===== config.mk =====
export PLATFORM = sky130hd
export DESIGN_NAME = matmul_array_seq
export DESIGN_NICKNAME = d
export VERILOG_FILES = /design/src/rtl/matmul_array_seq.sv
export SDC_FILE = /design/constraint.sdc
export NUM_CORES = 1
export LEC_CHECK = 0
export BUFFER_PORTS_ARGS = -buffer_cell sky130_fd_sc_hd__clkbuf_2
export CAP_MARGIN = 10
export CORE_ASPECT_RATIO = 1.4
export CORE_MARGIN = 3
export CORE_UTILIZATION = 23
export DETAILED_ROUTE_END_ITERATION = 12
export MAX_ROUTING_LAYER = met4
export PLACE_DENSITY = 0.46
export SLEW_MARGIN = 20
export SYNTH_ARGS = -nofsm -noshare
export SYNTH_HDL_FRONTEND = slang
export SYNTH_SLANG_ARGS = --single-unit
export TNS_END_PERCENT = 20

===== constraint.sdc =====
create_clock -name clk -period 4.1 [get_ports clk]
set_input_delay 0.82 -clock clk [delete_from_list [all_inputs] [get_ports clk]]
set_output_delay 0.82 -clock clk [all_outputs]
set_load 0.1 [all_outputs]

===== src/rtl/matmul_array_seq.sv =====
// matmul_array_seq
//   N x N unsigned matrix multiplier, R = W * X, accumulated as a sum of outer
//   products. Each operand beat k carries column k of W and row k of X.
//   Cell (i,j) then adds w_i*x_j to its accumulator. A small sequencer runs the
//   IDLE -> CLEAR -> ACCUM -> UNLOAD flow. Results stream out in row-major
//   order. With accumulate=1 the CLEAR step is skipped, so a new product
//   adds onto the retained results.
//
// Ports
//   clk, rst_n              clock, async active-low reset
//   start, accumulate       kick off a run (sampled in IDLE only)
//   busy                    high outside IDLE
//   in_valid/in_ready       operand beat handshake (ready only in ACCUM)
//   w_vec, x_vec            W column k / X row k, element e at [e*DW +: DW]
//   out_valid/out_ready     result handshake (valid throughout UNLOAD)
//   out_data, out_last      R[u/N][u%N]; last flags u == N*N-1
//   done                    pulse on the edge that accepts the last word

// One multiply-accumulate cell of the grid.
module matmul_mac #(
  parameter int DW   = 4,
  parameter int ACCW = 10
) (
  input  logic            clk,
  input  logic            rst_n,
  input  logic            clr_i,
  input  logic            en_i,
  input  logic [DW-1:0]   w_i,
  input  logic [DW-1:0]   x_i,
  output logic [ACCW-1:0] acc_o
);
  logic [ACCW-1:0] acc_q, acc_d;
  logic [2*DW-1:0] prod;

  always_comb begin
    prod  = {{DW{1'b0}}, w_i} * {{DW{1'b0}}, x_i};
    acc_d = acc_q;
    if (clr_i)     acc_d = '0;
    else if (en_i) acc_d = acc_q + ACCW'(prod);  // wraps modulo 2^ACCW
  end

  always_ff @(posedge clk or negedge rst_n)
    if (!rst_n) acc_q <= '0;
    else        acc_q <= acc_d;

  assign acc_o = acc_q;
endmodule

module matmul_array_seq #(
  parameter int N    = 3,
  parameter int DW   = 4,
  parameter int ACCW = 2*DW + $clog2(N)
) (
  input  logic            clk,
  input  logic            rst_n,
  input  logic            start,
  input  logic            accumulate,
  output logic            busy,
  input  logic            in_valid,
  output logic            in_ready,
  input  logic [N*DW-1:0] w_vec,
  input  logic [N*DW-1:0] x_vec,
  output logic            out_valid,
  input  logic            out_ready,
  output logic [ACCW-1:0] out_data,
  output logic            out_last,
  output logic            done
);
  localparam int KW = $clog2(N);
  localparam int UW = $clog2(N*N);
  localparam logic [KW-1:0] K_LAST = KW'(N-1);
  localparam logic [UW-1:0] U_LAST = UW'(N*N-1);

  typedef enum logic [1:0] {IDLE, CLEAR, ACCUM, UNLOAD} state_e;

  state_e                      state_q, state_d;
  logic [KW-1:0]               k_q, k_d;
  logic [UW-1:0]               u_q, u_d;
  logic                        clr, en;
  logic [N*N-1:0][ACCW-1:0]    acc;

  // Grid of cells, flattened row-major so the unload index addresses it directly.
  for (genvar i = 0; i < N; i++) begin : g_row
    for (genvar j = 0; j < N; j++) begin : g_col
      matmul_mac #(.DW(DW), .ACCW(ACCW)) u_cell (
        .clk   (clk),
        .rst_n (rst_n),
        .clr_i (clr),
        .en_i  (en),
        .w_i   (w_vec[i*DW +: DW]),
        .x_i   (x_vec[j*DW +: DW]),
        .acc_o (acc[i*N+j])
      );
    end
  end

  always_ff @(posedge clk or negedge rst_n)
    if (!rst_n) begin
      state_q <= IDLE;
      k_q     <= '0;
      u_q     <= '0;
    end else begin
      state_q <= state_d;
      k_q     <= k_d;
      u_q     <= u_d;
    end

  always_comb begin
    state_d   = state_q;
    k_d       = k_q;
    u_d       = u_q;
    clr       = 1'b0;
    en        = 1'b0;
    busy      = 1'b1;
    in_ready  = 1'b0;
    out_valid = 1'b0;
    out_last  = 1'b0;
    done      = 1'b0;
    unique case (state_q)
      IDLE: begin
        busy = 1'b0;
        k_d  = '0;
        u_d  = '0;
        if (start) state_d = accumulate ? ACCUM : CLEAR;
      end
      CLEAR: begin
        clr     = 1'b1;
        state_d = ACCUM;
      end
      ACCUM: begin
        in_ready = 1'b1;
        if (in_valid) begin
          en = 1'b1;
          if (k_q == K_LAST) begin
            k_d     = '0;
            u_d     = '0;
            state_d = UNLOAD;
          end else begin
            k_d = k_q + 1'b1;
          end
        end
      end
      UNLOAD: begin
        out_valid = 1'b1;
        out_last  = (u_q == U_LAST);
        if (out_ready) begin
          if (out_last) begin
            done    = 1'b1;
            u_d     = '0;
            state_d = IDLE;
          end else begin
            u_d = u_q + 1'b1;
          end
        end
      end
      default: state_d = IDLE;
    endcase
  end

  // Gated so the data bus reads zero outside UNLOAD (including under reset).
  assign out_data = out_valid ? acc[u_q] : '0;
endmodule


After elaboration in Yosys (flattened, before gate mapping):

Cells that the tools add are included.

* latch bits: 0
* bits in read-only memories: 0
* RAM bits: 0
* output and inout port bits: 15
* logic and storage cells: 96
* register bits: 98
* memories: 0
* bits of input ports: 30

* order comparisons: 1
* shift operators: 0
* reductions and logical operators: 7
* div/mod/pow operators: 0
* bitwise operators: 0
* eq/ne operators: 10
* $mul: 9
* $add $sub $neg: 11
* multiplexer cells: 46

Operators with widths (number)
* $mux W10: 20
* $add A10 B8 Y10: 9
* $mul A4 B4 Y8: 9
* $bmux W10 S4: 1
* $mux W2: 8
* $mux W4: 4
* $pmux W4 S3: 1
* $mux W1: 10
* $ne A2 B2 Y1 const B: 5
* $pmux W2 S4: 1
* $eq A2 B2 Y1 const B: 3
* $lt A4 B5 Y1 const B: 1
* $reduce_and A5 Y1: 1
* $add A4 B1 Y4 const B: 1
* $eq A4 B4 Y1 const B: 1
* $pmux W2 S2: 1
* $reduce_and A4 Y1: 1
* $reduce_bool A2 Y1: 2
* $reduce_bool A3 Y1: 1
* $add A2 B1 Y2 const B: 1
* $eq A2 B1 Y1 const B: 1
* $logic_not A2 Y1: 1
* $reduce_and A2 Y1: 1

Longest topological paths before layout:

Gate-level depths: netlist of the first run.

* depth after elaboration: 4
* depth in mapped cells: 14

By module:

Synthesis of the first run repeated with hierarchy kept, for this count alone.

* cell total of the unflattened synthesis: 1372
* area, all modules: 12475.7 µm²

Modules (own cells, without submodules)
* matmul_mac (g_row[1].g_col[1].u_cell ...): times used 5, area an instance 1222.4 µm², seq. area each 250.2 µm², cells an instance 136
* matmul_mac (g_row[0].g_col[0].u_cell ...): times used 4, area an instance 1234.9 µm², seq. area each 250.2 µm², cells an instance 137
* matmul_array_seq: times used 1, area an instance 1423.9 µm², seq. area each 200.2 µm², cells an instance 144

Worst setup path after synthesis of the first run:

Ideal clock, no wire load.

* kind: input port to flip-flop
* start point: input port w_vec[0]
* end point: register g_row[0].g_col[1].u_cell.acc_q[9]
* data required time: 3.972 ns
* slack: -0.111 ns
* setup time: 0.128 ns
* stages: 12
* arrival: 4.084 ns
* cells stage by stage: clkbuf_1 > nand2_1 > fa_1 > fa_1 > fa_1 > inv_1 > ha_1 > a211oi_2 > o21bai_1 > a21o_1 > a41oi_1 > mux2_1

* longest elaborated chain between the ends: 4

Ends and longest elaborated chain
* start: declaration: RTL line 61 `input logic [N*DW-1:0] w_vec,`
* $mul A4 B4 Y8: RTL line 36 `prod = {{DW{1'b0}}, w_i} * {{DW{1'b0}}, x_i};`
* $add A10 B8 Y10: RTL line 39 `else if (en_i) acc_d = acc_q + ACCW'(prod);`
* $mux W10: RTL line 39
* $mux W10: RTL line 38 `if (clr_i) acc_d = '0;`
* end signal: assignment: RTL line 43 `if (!rst_n) acc_q <= '0;`
* end signal: assignment: RTL line 44 `else acc_q <= acc_d;`
* end: declaration: RTL line 32 `logic [ACCW-1:0] acc_q, acc_d;`

No other way between the ends. The select of a mux whose other input is x is not followed.
A chain may end at the register's enable or synchronous reset.

Worst setup path in the final report of the first run:

* start point: input port x_vec[5]
* end point: register g_row[0].g_col[1].u_cell.acc_q[9]

* longest elaborated chain between the ends: 4

Ends and longest elaborated chain
* start: declaration: RTL line 62 `input logic [N*DW-1:0] x_vec,`
* $mul A4 B4 Y8: RTL line 36
* $add A10 B8 Y10: RTL line 39
* $mux W10: RTL line 39
* $mux W10: RTL line 38

No other way between the ends. The select of a mux whose other input is x is not followed.

==> results.json, run 1 <==
{
  "outcome": "finished clean",
  "layout_commonest_cell": "inv_1",
  "start_util_pct": 23.5,
  "critPathMaxFanout": 7,
  "ctsHoldBuffers": 0,
  "antenna_found_initial": 4,
  "core-area_um2": 51600,
  "synth_warnings": 0,
  "synth_edf_count": 0,
  "met3_usage_pct": 1.46,
  "rsz0062_at_grt": "no",
  "port_buffers": 44,
  "gp_congestion": 0.859,
  "power_leakage_nw": 7.07,
  "worst_slew_pin_slew_ns": 0.779,
  "drt_iter0_drc": 355,
  "worst_ep_required_time_ns": 4.38,
  "cp_num_buf_inv": 2,
  "fp.dieArea_um2": 55500,
  "dp.cells": 2179,
  "yosysUniqueCellTypes": 62,
  "htreeDepth": 3,
  "routed_wl_um": 39200,
  "ir_worst_vdd_mv": 0.320,
  "async_flop_share_pct": 100,
  "clk_latency_ns": 0.38,
  "final_cell_mix": "inv_1 (189), ha_1 (166), nand2_1 (136)",
  "gr-max-usage-layer": "met2",
  "drc": 0,
  "clk_pin_slew_ns": 0.09,
  "yosysSeqAreaShare_pct": 20.2,
  "firstDrtPassIters": 4,
  "vias": 10251,
  "ys_ff_latch": 98,
  "grt_max_degree": 111,
  "ys.flop_type": "dfrtp_1",
  "dpl_cell_area_um2": 13800,
  "cts-root-buf": "clkbuf_16",
  "arrival_ns": 4.16,
  "end_kind": "register",
  "reg2reg_to": "g_row[1].g_col[0].u_cell.acc_o[9]$_DFFE_PN0P_",
  "path_class": "in2reg",
  "finClkSkew_ns": 0.0151,
  "slew_headroom_pct": 48.1,
  "met2_usage_pct": 26.2,
  "wire_per_inst_um": 17.8,
  "crit_family": "adder cells",
  "power_density_nw_per_um2": 538,
  "slowest_delay_ns": 0.52,
  "cts_resized": 0,
  "timing.fmax_mhz": 258,
  "min_path_type": "in2async",
  "setup_tns_ns": 0,
  "rows": 98,
  "vias_per_cell": 4.66,
  "slowest_stage": "fa_1",
  "finalNetCount": 1769,
  "die_w_um": 200,
  "slew_violations": 0,
  "grt_use_total_pct": 14.8,
  "crit_path_frequent_cell": "fa_1",
  "syn_inst": 1402,
  "fin_crit_sh_pct": 94.7,
  "start_kind": "input port",
  "cts.sinks": 98,
  "final_cells": 2199,
  "synthToLayoutAreaGrowth_pct": 16.2,
  "min_period_ns": 3.88,
  "design_area_um2": 14100,
  "r2r_setup_slack_ns": 1.38,
  "num_io_pins": 45,
  "cp_cell_sequence": "clkbuf_2, nand2_1, fa_1, fa_1, fa_1, inv_1, ha_4, a211oi_2, o21bai_1, a21o_1, a41oi_1, mux2_1",
  "post_route_cells_drive_above_1_share_pct": 13.2,
  "fin_util_pct": 27.3,
  "worstReg2RegStart": "g_row[1].g_col[0].u_cell.acc_o[1]$_DFFE_PN0P_",
  "grt_util_met1_pct": 17.0,
  "clockBufferDepth": 2,
  "r2r_cells": 8,
  "ant_nets": 0,
  "syn_nets": 1681,
  "grt_pass1_vias": 10699,
  "report.final.hold_viol_count": 0,
  "grt_pass1_wl_um": 61400,
  "syn_area_um2": 12100,
  "cts_tree": "built",
  "dp_hpwl_um": 31200,
  "cts_buffers": 9,
  "setup_viol": 0,
  "drv_cap": 0,
  "grt_overflow_total": 0,
  "postCtsSetupBuffers": 0,
  "die_h_um": 278,
  "avgSynthCellArea_um2": 8.65
}
[power by group]
group          internal [mW]  switching (mW)  total, mW
registers               1.28           0.380       1.66
clock network          0.443           0.482      0.924
logic                   2.07            2.92       4.99
total                   3.80            3.78       7.57
[synthesized netlist by cell type (20+ instances only)]
cell type	instances	share of area, %
ha_1	168	17
o21ai_0	59	2.4
clkbuf_1	46	1.4
buf_2	20	0.83
dfrtp_1	98	20
fa_1	81	13
a211oi_1	45	2.8
a21oi_1	84	3.5
nor4b_1	22	1.6
nand2_1	136	4.2
a211o_1	27	2.0
a21o_1	23	1.4
nor2_1	45	1.4
and2_1	110	5.7
inv_1	189	5.9
[layer usage]
metal,part of all wire (%),up-vias
met5,0,-
met4,3.9,0
met3,2.2,51
met2,53,140
met1,41,5068
li1,-,4992
[worst max-delay path by stage]
stage / startpoint / endpoint / slack, ns / depth (start not counted)
after detailed placement: x_vec[5] / g_row[0].g_col[1].u_cell.acc_o[9]$_DFFE_PN0P_ / -0.22 / 12
after global placement: x_vec[5] / g_row[0].g_col[1].u_cell.acc_o[9]$_DFFE_PN0P_ / -0.18 / 12
final: x_vec[5] / g_row[0].g_col[1].u_cell.acc_o[9]$_DFFE_PN0P_ / 0.22 / 12
after floorplan: x_vec[1] / g_row[1].g_col[0].u_cell.acc_o[9]$_DFFE_PN0P_ / -0.02 / 12
after global routing: x_vec[5] / g_row[1].g_col[1].u_cell.acc_o[9]$_DFFE_PN0P_ / 0.03 / 13
after CTS: x_vec[5] / g_row[0].g_col[1].u_cell.acc_o[9]$_DFFE_PN0P_ / 0.20 / 12
[worst register-to-register path: stages (launching register included)]
cell      delay (ns)
dfrtp_1         0.41
ha_1            0.30
ha_1            0.23
fa_1            0.52
a211oi_2        0.25
o21bai_1        0.11
a21o_1          0.22
a41oi_1         0.24
mux2_1          0.33
[layout make-up]
cell class              instances  area [um2]
fillers                      5587       37500
multi-input cells            1037        8640
clock buffers                  10         239
repair buffers                154        1100
well taps                     700         876
inverters                     190         713
clock inverters                 6        55.1
flip-flops and latches         98        2450
diodes                          4        10.0
[registers in the layout, summed over array words and instances (netlist names)]
name                      count
g_row.g_col.u_cell.acc_o     90
k_q                           2
state_q                       2
u_q                           4
[cell families after synthesis]
kind of cell / after synthesis / share of synthesized area (%)
and+or+nand+nor: 404 / 17.3
AOI/OAI and AO/OA: 342 / 19.4
buffers and inverters: 267 / 8.78
adders and majority gates: 249 / 30.7
DFF: 98 / 20.2
muxes: 28 / 2.58
xor gates and xnor gates: 14 / 1.01
[metrics by stage]
step	setup WS, ns	hold slack (ns)	power (mW)
after global routing	0.0337	0.211	8.33
after detailed placement	-0.221	0.515	6.70
after floorplan	-0.0211	0.487	4.95
after global placement	-0.184	0.505	6.65
after CTS	0.204	0.204	7.68
final	0.217	0.223	7.57
Note: power is estimated with default switching activity, not from simulation.
==> run 2: changes to the inputs <==
--- a/config.mk
+++ b/config.mk
@@ -13,6 +13,7 @@
 export DETAILED_ROUTE_END_ITERATION = 12
 export MAX_ROUTING_LAYER = met4
 export PLACE_DENSITY = 0.46
+export RECOVER_POWER = 100
 export SLEW_MARGIN = 20
 export SYNTH_ARGS = -nofsm -noshare
 export SYNTH_HDL_FRONTEND = slang
==> results.json, run 2 (synthesized netlist as in run 1, its figures left out) <==
{
  "end_kind": "primary output",
  "rsz0062_at_grt": "no",
  "synthToLayoutAreaGrowth_pct": 15.3,
  "timing.fmax_mhz": 252,
  "htreeDepth": 3,
  "arrival_ns": 3.15,
  "wire_per_inst_um": 17.9,
  "drv_cap": 1,
  "fin_ws_ns": 0.125,
  "dp_worst_setup_slack_ns": -0.221,
  "largest_reg_flops": 90,
  "postCtsSetupBuffers": 0,
  "drc": 0,
  "layout_commonest_cell": "inv_1",
  "port_buffers": 44,
  "gp_congestion": 0.859,
  "fin_crit_sh_pct": 96.9,
  "path_class": "reg2out",
  "fp.dieArea_um2": 55500,
  "vias": 10273,
  "regArea_um2": 2450,
  "ant_nets": 0,
  "ir_worst_vdd_mv": 0.321,
  "die_w_um": 200,
  "setup_viol": 0,
  "clk_latency_ns": 0.38,
  "start_util_pct": 23.5,
  "rows": 98,
  "finalNetCount": 1769,
  "slew_headroom_pct": -57.2,
  "cts-root-buf": "clkbuf_16",
  "start_kind": "register",
  "worst_ep_required_time_ns": 3.28,
  "multi_input_area_um2": 8600,
  "final_cell_mix": "inv_1 (190), ha_1 (167), nand2_1 (137)",
  "outcome": "complete, but fails checks",
  "power_density_nw_per_um2": 535,
  "worst_slew_pin_slew_ns": 2.35,
  "ctsHoldBuffers": 0,
  "report.final.hold_viol_count": 0,
  "finClkSkew_ns": 0.0153,
  "die_h_um": 278,
  "clockBufferDepth": 2,
  "grt_pass1_wl_um": 61400,
  "vias_per_cell": 4.67,
  "drt_iter0_drc": 378,
  "antenna_found_initial": 4,
  "cts.sinks": 98,
  "num_io_pins": 45,
  "grt_use_total_pct": 14.8,
  "grt_pass1_vias": 10699,
  "whs_ns": 0.302,
  "min_period_ns": 3.97,
  "grt_max_degree": 111,
  "cts_resized": 0,
  "setup_tns_ns": 0,
  "dp_hpwl_um": 31200,
  "cts_tree": "built",
  "fillers": 5621,
  "routed_wl_um": 39300,
  "core-area_um2": 51600,
  "final_cells": 2199,
  "violations": "capacitance limit, slew limit",
  "cts_buffers": 9,
  "slew_violations": 54,
  "min_path_type": "in2async",
  "power_leakage_nw": 7.00,
  "grt_overflow_total": 0,
  "clk_pin_slew_ns": 0.09,
  "dp.cells": 2179,
  "post_route_cells_drive_above_1_share_pct": 11.6,
  "critPathMaxFanout": 27,
  "firstDrtPassIters": 4
}
==> run 2: changes by cell type in the layout (fill, tap and decap cells not counted), moves of 2 or more <==
cell,before,now
clkbuf_1,0,17
clkbuf_2,43,40
mux2_1,3,5
buf_4,107,90
clkbuf_4,0,3
mux2_4,5,3
==> run 2: final timing paths <==
kind                                                               start                                            end  slack [ns]  depth (start not counted)
setup / recovery                                      u_q[0]$_DFFE_PN0P_                                    out_data[2]        0.13                          6
hold / removal                                                     rst_n                         state_q[0]$_DFFE_PN0P_        0.30                          1
setup reg to reg                                  state_q[0]$_DFFE_PN0P_  g_row[0].g_col[0].u_cell.acc_o[7]$_DFFE_PN0P_        0.43                          6
hold reg to reg            g_row[2].g_col[0].u_cell.acc_o[4]$_DFFE_PN0P_  g_row[2].g_col[0].u_cell.acc_o[4]$_DFFE_PN0P_        0.52                          2
max in group asynchronous                                          rst_n  g_row[1].g_col[1].u_cell.acc_o[4]$_DFFE_PN0P_        2.78                          2
min in group clk           g_row[2].g_col[0].u_cell.acc_o[4]$_DFFE_PN0P_  g_row[2].g_col[0].u_cell.acc_o[4]$_DFFE_PN0P_        0.52                          2
==> run 2: area by class of cell <==
cell class,count,area share (%)
tap,700,6.26
clock inverter,6,0.394
multi-input combinational,1037,61.5
antenna,4,0.0716
sequential,98,17.5
inverter,190,5.10
clock buffer,10,1.71
timing repair buffer,154,7.45
==> run 2: where the power goes <==
group          total [mW]  switching, mW  internal [mW]
sequential           1.66          0.376           1.28
combinational        4.90           2.90           2.00
clock               0.927          0.484          0.443
==> run 2: worst max-delay path: stages (launching register included) <==
cell and delay, ns:
dfrtp_2 0.76, clkbuf_2 0.36, mux2_1 0.43, a221oi_2 0.34
a21oi_1 0.15, a32o_1 0.32, clkbuf_2 0.38
==> run 2: stage by stage <==
stage / area, um2 / total power [mW] / util, %
floorplan: 12100 / 4.95 / -
global placement: 13800 / 6.65 / 26.7
detailed placement: 13800 / 6.70 / 26.7
CTS: 14100 / 7.68 / 27.3
global route: 14000 / 8.23 / 27.1
finish: 14000 / 7.49 / 27.1
==> run 2: routing by layer <==
metal | track usage [%] | vias to the layer above | wire (um)
li1 | - | 4994 | -
met1 | 17.0 | 5094 | 16000
met2 | 26.2 | 134 | 20900
met3 | 1.46 | 51 | 834
met4 | 6.18 | 0 | 1520
met5 | - | - | 0
==> run 3: changes to the inputs <==
--- a/config.mk
+++ b/config.mk
@@ -9,10 +9,10 @@
 export CAP_MARGIN = 10
 export CORE_ASPECT_RATIO = 1.4
 export CORE_MARGIN = 3
-export CORE_UTILIZATION = 23
+export CORE_UTILIZATION = 60
 export DETAILED_ROUTE_END_ITERATION = 12
 export MAX_ROUTING_LAYER = met4
-export PLACE_DENSITY = 0.46
+export PLACE_DENSITY = 0.87
 export RECOVER_POWER = 100
 export SLEW_MARGIN = 20
 export SYNTH_ARGS = -nofsm -noshare
==> results.json, run 3 (synthesized netlist as in run 1, its figures left out) <==
{
  "synthToLayoutAreaGrowth_pct": 8.79,
  "setup_viol": 0,
  "end_kind": "primary output",
  "dp_hpwl_um": 25800,
  "routed_wl_um": 33300,
  "worst_ep_required_time_ns": 3.28,
  "slew_headroom_pct": -8.06,
  "cts-root-buf": "clkbuf_16",
  "path_class": "reg2out",
  "rsz0062_at_grt": "no",
  "arrival_ns": 3.12,
  "r2r_setup_slack_ns": 0.73,
  "num_io_pins": 45,
  "finalNetCount": 1741,
  "whs_endpoint": "g_row[0].g_col[0].u_cell.acc_o[5]$_DFFE_PN0P_",
  "grt_pass1_wl_um": 55100,
  "port_buffers": 44,
  "r2r_cells": 6,
  "firstDrtPassIters": 5,
  "vias": 10690,
  "vias_per_cell": 6.23,
  "multi_input_area_um2": 8620,
  "power_density_nw_per_um2": 554,
  "whs_path_depth": 2,
  "final_cell_mix": "inv_1 (190), ha_1 (166), nand2_1 (136)",
  "clk_latency_ns": 0.38,
  "drt_iter0_drc": 1030,
  "drc": 0,
  "antenna_found_initial": 1,
  "power_leakage_nw": 6.86,
  "fin_crit_sh_pct": 96.1,
  "start_kind": "register",
  "cts_resized": 0,
  "postCtsSetupBuffers": 0,
  "regArea_um2": 2450,
  "htreeDepth": 3,
  "drv_cap": 2,
  "ctsHoldBuffers": 0,
  "die_w_um": 126,
  "critPathMaxFanout": 22,
  "min_period_ns": 3.94,
  "outcome": "complete, but fails checks",
  "fp.dieArea_um2": 22000,
  "violations": "capacitance limit, slew limit",
  "gp_congestion": 0.949,
  "die_h_um": 174,
  "ir_worst_vdd_mv": 0.357,
  "start_util_pct": 62.1,
  "wire_per_inst_um": 19.4,
  "dp_worst_setup_slack_ns": -0.170,
  "timing.fmax_mhz": 254,
  "cts_buffers": 9,
  "fillers": 1561,
  "core-area_um2": 19500,
  "fin_ws_ns": 0.159,
  "cts.sinks": 98,
  "clk_pin_slew_ns": 0.08,
  "layout_commonest_cell": "inv_1",
  "reg2reg_to": "g_row[2].g_col[1].u_cell.acc_o[7]$_DFFE_PN0P_",
  "worst_slew_pin_slew_ns": 1.62,
  "largest_reg_flops": 90,
  "setup_tns_ns": 0,
  "worstReg2RegStart": "state_q[0]$_DFFE_PN0P_",
  "slew_violations": 136,
  "post_route_cells_drive_above_1_share_pct": 10.4,
  "ant_nets": 0,
  "grt_pass1_vias": 11181,
  "min_path_type": "reg2reg",
  "hold_start": "g_row[0].g_col[0].u_cell.acc_o[5]$_DFFE_PN0P_",
  "grt_overflow_total": 0,
  "rows": 60,
  "finClkSkew_ns": 0.0166,
  "whs_ns": 0.526,
  "grt_use_total_pct": 32.1,
  "clockBufferDepth": 2,
  "fin_total_pwr_mw": 7.31,
  "report.final.hold_viol_count": 0,
  "cts_tree": "built",
  "grt_max_degree": 76
}
-- run 3: changes by cell type in the layout (fill, tap and decap cells not counted), moves of 2 or more --
cell,change
buf_4,-23
buf_12,-4
clkbuf_1,-4
diode_2,-3
and2_0,+2
and2_1,-2
clkbuf_4,+2
clkinv_4,-2
clkinvlp_4,+2
mux2_1,-2
mux2_4,+2
-- run 3: layout make-up --
| class | instances | area share, % |
|---|---|---|
| clock inverter | 7 | 0.579 |
| inverter | 190 | 5.41 |
| multi-input combinational | 1037 | 65.3 |
| antenna | 1 | 0.0190 |
| timing repair buffer | 126 | 6.02 |
| tap | 248 | 2.35 |
| clock buffer | 9 | 1.71 |
| sequential | 98 | 18.6 |
-- run 3: where the power goes --
| group | total [mW] | internal (mW) | switching, mW |
|---|---|---|---|
| clock | 0.923 | 0.479 | 0.444 |
| combinational | 4.74 | 1.89 | 2.85 |
| sequential | 1.65 | 1.28 | 0.367 |
| total | 7.31 | 3.65 | 3.66 |
-- run 3: how the worst max path moves through the flow --
stage,start,to,slack (ns)
6_report,u_q[0]$_DFFE_PN0P_,out_data[4],0.16
5_1_grt,x_vec[10],g_row[0].g_col[2].u_cell.acc_o[8]$_DFFE_PN0P_,0.04
4_1_cts,x_vec[5],g_row[0].g_col[1].u_cell.acc_o[9]$_DFFE_PN0P_,0.22
3_5_place_dp,x_vec[5],g_row[0].g_col[1].u_cell.acc_o[9]$_DFFE_PN0P_,-0.17
3_3_place_gp,x_vec[5],g_row[0].g_col[1].u_cell.acc_o[9]$_DFFE_PN0P_,-0.13
2_1_floorplan,x_vec[1],g_row[1].g_col[0].u_cell.acc_o[9]$_DFFE_PN0P_,-0.02
-- run 3: per-stage QoR --
| stage | std cells | instance area [um2] | utilization [%] |
|---|---|---|---|
| final | 1716 | 13200 | 67.6 |
| after global routing | 1716 | 13200 | 67.6 |
| after CTS | 1715 | 13300 | 68.0 |
| after detailed placement | 1699 | 13000 | 66.4 |
| after global placement | 1699 | 13000 | 66.4 |
| after floorplan | 1402 | 12100 | - |
-- run 3: layer usage --
layer  part of all wire [%]  global-route usage (%)
met1                     38                    37.3
met3                    6.0                    4.15
met2                     50                    52.6
met4                    6.4                    19.5
met5                      0                       -
-- run 3: worst max-delay path: stages, from the launching register on --
cell and delay (ns):
dfrtp_1 0.91, buf_4 0.46, mux2i_1 0.37, nor2_1 0.08, a211o_1 0.27, a32o_1 0.27
clkbuf_2 0.38
